--- config.mk ---
export PLATFORM = sky130hd
export DESIGN_NAME = fetch_stage
export DESIGN_NICKNAME = d
export VERILOG_FILES = /design/src/rtl/fetch_stage.sv
export SDC_FILE = /design/constraint.sdc
export NUM_CORES = 1
export LEC_CHECK = 0
export BUFFER_PORTS_ARGS = -buffer_cell sky130_fd_sc_hd__buf_2
export CORE_MARGIN = 1.5
export CORE_UTILIZATION = 42
export DETAILED_ROUTE_END_ITERATION = 16
export PLACE_DENSITY = 0.71
export SETUP_SLACK_MARGIN = 0.1
export SYNTH_ARGS = -nofsm -noshare
export SYNTH_HDL_FRONTEND = slang
export SYNTH_SLANG_ARGS = --single-unit
--- constraint.sdc ---
create_clock -name clk_i -period 2.65 [get_ports clk_i]
set_input_delay 0.265 -clock clk_i [delete_from_list [all_inputs] [get_ports clk_i]]
set_output_delay 0.265 -clock clk_i [all_outputs]
set_load 0.01 [all_outputs]
--- src/rtl/fetch_stage.sv ---
// fetch_stage: 6502 instruction fetch from a 3-byte-wide program memory, with
// length decode, valid/ready output register and PC redirect. Define FETCH_STATS_EN for counters.
package fetch_pkg;
  localparam int MEM_ADDR_SIZE = 16;
endpackage

module fetch_stage
  import fetch_pkg::*;
#(
  parameter int                ADDR_W            = MEM_ADDR_SIZE,
  parameter logic [ADDR_W-1:0] RESET_VECTOR_ADDR = ADDR_W'(16'hFFFC)
) (
  input  logic              clk_i,
  input  logic              rstn_i,
  output logic [ADDR_W-1:0] mem_addr_o,
  input  logic [23:0]       mem_data_i,
  input  logic              redirect_i,
  input  logic [ADDR_W-1:0] redirect_pc_i,
  output logic              out_valid_o,
  input  logic              out_ready_i,
  output logic [7:0]        out_opcode_o,
  output logic [15:0]       out_operand_o,
  output logic [1:0]        out_len_o,
  output logic [ADDR_W-1:0] out_pc_o
`ifdef FETCH_STATS_EN
  ,
  output logic [31:0]       fetch_count_o,
  output logic [31:0]       stall_count_o
`endif
);

  typedef enum logic {VECTOR, RUN} state_t;

  state_t            state, state_next;
  logic [ADDR_W-1:0] pc;
  logic [1:0]        len;
  logic [15:0]       operand;
  logic              load;

  // 6502 instruction length from the opcode's aaa/bbb/cc fields.
  function automatic logic [1:0] len_of(input logic [7:0] o);
    logic [2:0] a, b;
    logic [1:0] c;
    a = o[7:5];
    b = o[4:2];
    c = o[1:0];
    if (b == 3'd3 || b == 3'd7 || (b == 3'd6 && c[0]) || o == 8'h20)
      return 2'd3;
    else if ((b == 3'd2 && !c[0]) || (b == 3'd6 && !c[0]) ||
             (b == 3'd0 && c == 2'd0 && (a == 3'd2 || a == 3'd3)))
      return 2'd1;
    else
      return 2'd2;
  endfunction

  // NOTE: every signal assigned in always_comb gets a value on every path, so no latch is inferred.
  always_comb begin
    len     = len_of(mem_data_i[7:0]);
    operand = 16'h0000;
    case (len)
      2'd2:    operand = {8'h00, mem_data_i[15:8]};
      2'd3:    operand = mem_data_i[23:8];
      default: operand = 16'h0000;
    endcase
  end

  // NOTE: sequential state uses non-blocking assignments so all registers update from pre-edge values.
  always_ff @(posedge clk_i) begin
    if (!rstn_i) state <= VECTOR;
    else         state <= state_next;
  end

  always_comb begin
    state_next = state;
    case (state)
      VECTOR:  state_next = RUN;
      RUN:     state_next = RUN;
      default: state_next = VECTOR;
    endcase
  end

  always_comb begin
    mem_addr_o = pc;
    if (state == VECTOR) mem_addr_o = RESET_VECTOR_ADDR;
  end

  // Redirect takes precedence over loading a new instruction.
  assign load = (state == RUN) && !redirect_i && (!out_valid_o || out_ready_i);

  always_ff @(posedge clk_i) begin
    if (!rstn_i) begin
      pc            <= '0;
      out_valid_o   <= 1'b0;
      out_opcode_o  <= 8'h00;
      out_operand_o <= 16'h0000;
      out_len_o     <= 2'd1;
      out_pc_o      <= '0;
    end else if (state == VECTOR) begin
      pc <= ADDR_W'(mem_data_i[15:0]);
    end else if (redirect_i) begin
      pc          <= redirect_pc_i;
      out_valid_o <= 1'b0;
    end else if (load) begin
      out_opcode_o  <= mem_data_i[7:0];
      out_operand_o <= operand;
      out_len_o     <= len;
      out_pc_o      <= pc;
      out_valid_o   <= 1'b1;
      pc            <= pc + ADDR_W'(len);
    end
  end

`ifdef FETCH_STATS_EN
  always_ff @(posedge clk_i) begin
    if (!rstn_i) begin
      fetch_count_o <= '0;
      stall_count_o <= '0;
    end else if (state == RUN) begin
      if (out_valid_o && out_ready_i)  fetch_count_o <= fetch_count_o + 32'd1;
      if (out_valid_o && !out_ready_i) stall_count_o <= stall_count_o + 32'd1;
    end
  end
`endif

endmodule

==> flow_summary.ini <==
[global_route]
track_usage = 0.227
grt_pass1_wl_mm = 13.2
overflow = 0
grt_antenna_before_repair = 0
grt_max_degree = 31
grt_pass1_vias = 2728

[critical_path]
critPathMaxFanout = 5
rrSetupSlack_ps = 650
crit_path_end_kind = register
r2r-end = pc[14]
path_class = primary input to register
cp_slowest_cell = nor4_2
worst_setup_path_start_kind = primary input
cp.arrival_ps = 2570
cp_cell_sequence = buf_2 -> nor4_2 -> nand2_1 -> a2bb2oi_1 -> inv_1 -> ha_1 -> fa_1 -> nand4_1 -> nor4_1 -> mux2_1 -> nor3_1
setup.worst_path.start = mem_data_i[7]
endpoint = pc[14]
reg2regPathDepth = 6
cpPeakStageDelay_ps = 360
timing.rr.start = pc[0]
cp.required_ps = 2910

[sta]
whs_ps = 142
finalSetupViolations = 0
max_freq_mhz = 434
drv_slew = 0
post-route-period-util = 0.870
maxSlewHeadroom = 0.582
setup_tns_ps = 0
hold_viol = 0
fin_skew_ps = 9.70
worstMarginPinSlew_ps = 626
rsz0062_at_grt = false
period_minus_slack_ps = 2300

[finish]
layout.nets = 495
syn2layout_area_growth_pct = 28.1
multi_input_area_um2 = 1610
final_common_cell = buf_2
final_cells = 549
final_cell_mix = buf_2, nand2_1, dfxtp_1, a21boi_0, a22o_1
n_antenna_cell = 0
num-fill-cells = 669
fin_util = 0.555
drive_above_1_share = 0.305
seq_area_um2 = 1200

[synth]
syn_nets = 396
synth_ff_type = dfxtp_1
synth_seq_area_share = 0.408
ys_seq_elements = 60
async_flop_share = 0
synth_area_um2 = 2940
yosys_warnings = 0
syn_area_per_cell_um2 = 8.44
ys_types = 60
synth-edff-count = 0
syn_inst = 349

[placed_design]
placedCellCount = 533
dp_hpwl_mm = 5.95
globalplace.congestion = 0.906
portBuffers = 102

[drt]
drcViolationCount = 0
wire_per_inst_um = 15.0
drtIter0Drc = 149
route.final.wire_length_mm = 8.25
avgViaCountPerCell = 5.37
dr_total_vias = 2947
ant_nets = 0
dr.pass1.iters = 5

[floorplan]
die_w_um = 86.7
initial_core_util = 0.433
dieArea_um2 = 7520
io_pins = 103
coreArea_um2 = 6790
die_h_um = 86.7
num_rows = 30

[pwr]
power_mw = 2.26
power.density_nw_per_um2 = 600
ir_drop_uv = 271
leakage_nw = 1.69

[clock_tree]
cts_max_level = 3
cts_tree = yes
cts_sinks = 60
hold_buffers = 0
clkTransAtPathRegs_ps = 70
cts_buffer_depth = 2
cts_resized = 0
postCtsSetupBuffers = 0
cts_buffers = 9
cts_root_buffer = clkbuf_8
insertion_delay_ps = 350

[job]
max-cap-violations = 0

[min_path]
hold_class = primary input to register
hold_start = mem_data_i[16]

[status]
status = completed
metrics by stage:
| step | instance area (um2) | setup slack [ps] |
|---|---|---|
| 6_report | 3770 | 345 |
| 5_1_grt | 3770 | 163 |
| 4_1_cts | 3770 | 385 |
| 3_5_place_dp | 3550 | 20.8 |
| 3_3_place_gp | 3550 | 152 |
| 2_1_floorplan | 2940 | 379 |
synthesized netlist by cell type (all sizes together), types with 3 or more instances:
master  instances  area [um2]
and3            6        37.5
o211a           4        40.0
or2             3        18.8
nand3           9        50.1
a21boi         25         188
a22o           16         140
o21ai          10        50.1
nand2b         14        87.6
and2            3        18.8
nor4            9        62.6
buf            11        60.1
dfxtp          60        1200
inv             6        22.5
nor2           10        37.5
nand2          67         262
nand4           3        18.8
mux2i           3        30.0
nor3            8        40.0
o22ai           4        25.0
clkbuf         14        52.6
o221ai          4        35.0
nor4b           4        35.0
nor3b           3        22.5
xnor2           4        35.0
nor2b           7        43.8
a21oi          13        65.1
per-layer routing:
metal / wire length (um) / global-route usage / vias up / part of all wire
met5: 0 / 0 / - / 0
met2: 4070 / 0.364 / 89 / 0.49
met1: 3580 / 0.291 / 1407 / 0.43
li1: - / - / 1440 / -
met3: 454 / 0.0390 / 11 / 0.055
met4: 150 / 0.120 / 0 / 0.018
area by class of cell:
| class | count | area share |
|---|---|---|
| clock buffer | 10 | 0.0365 |
| clock inverter | 6 | 0.0229 |
| inverter | 6 | 0.00597 |
| multi-input combinational | 258 | 0.427 |
| sequential | 60 | 0.319 |
| tap | 96 | 0.0319 |
| timing repair buffer | 113 | 0.157 |
registers in the layout (all words and copies together), names as in the netlist:
register	flops
pc	16
out_len_o	2
state	1
out_pc_o	16
out_valid_o	1
out_operand_o	16
out_opcode_o	8
worst max-delay path, delay by kind of cell:
kind,cells,cell delay (ps)
buffers and inverters,2,190
adder cells (fa/ha/maj),2,410
multiplexers,1,350
AO/OA/AOI/OAI,1,160
AND/OR/NAND/NOR,5,1180
cell families (layout without fill, tap and decap cells):
logic type / after synthesis / after routing / share of synthesized area
simple gates: 154 / 154 / 0.272
compound gates: 92 / 92 / 0.229
flops: 60 / 60 / 0.408
buf+inv: 31 / 135 / 0.0459
mux: 5 / 5 / 0.0178
xor+xnor: 4 / 4 / 0.0119
fa+ha+maj: 3 / 3 / 0.0153
report_power, final:
| group | leakage (nW) | switching (mW) | internal (mW) | total, mW |
|---|---|---|---|---|
| clock | 0.113 | 0.390 | 0.555 | 0.945 |
| combinational | 1.09 | 0.173 | 0.147 | 0.320 |
| sequential | 0.491 | 0.0514 | 0.947 | 0.999 |
| total | 1.69 | 0.615 | 1.65 | 2.26 |
worst min-delay path by stage:
stage | to | slack (ps) | cells after the start
detailed placement | out_opcode_o[4] | 440 | 2
global placement | out_opcode_o[4] | 440 | 2
global route | out_operand_o[13] | 130 | 2
floorplan | state | 290 | 0
finish | out_operand_o[8] | 140 | 2
CTS | out_operand_o[9] | 120 | 2
(Power assumes the default switching activity.)
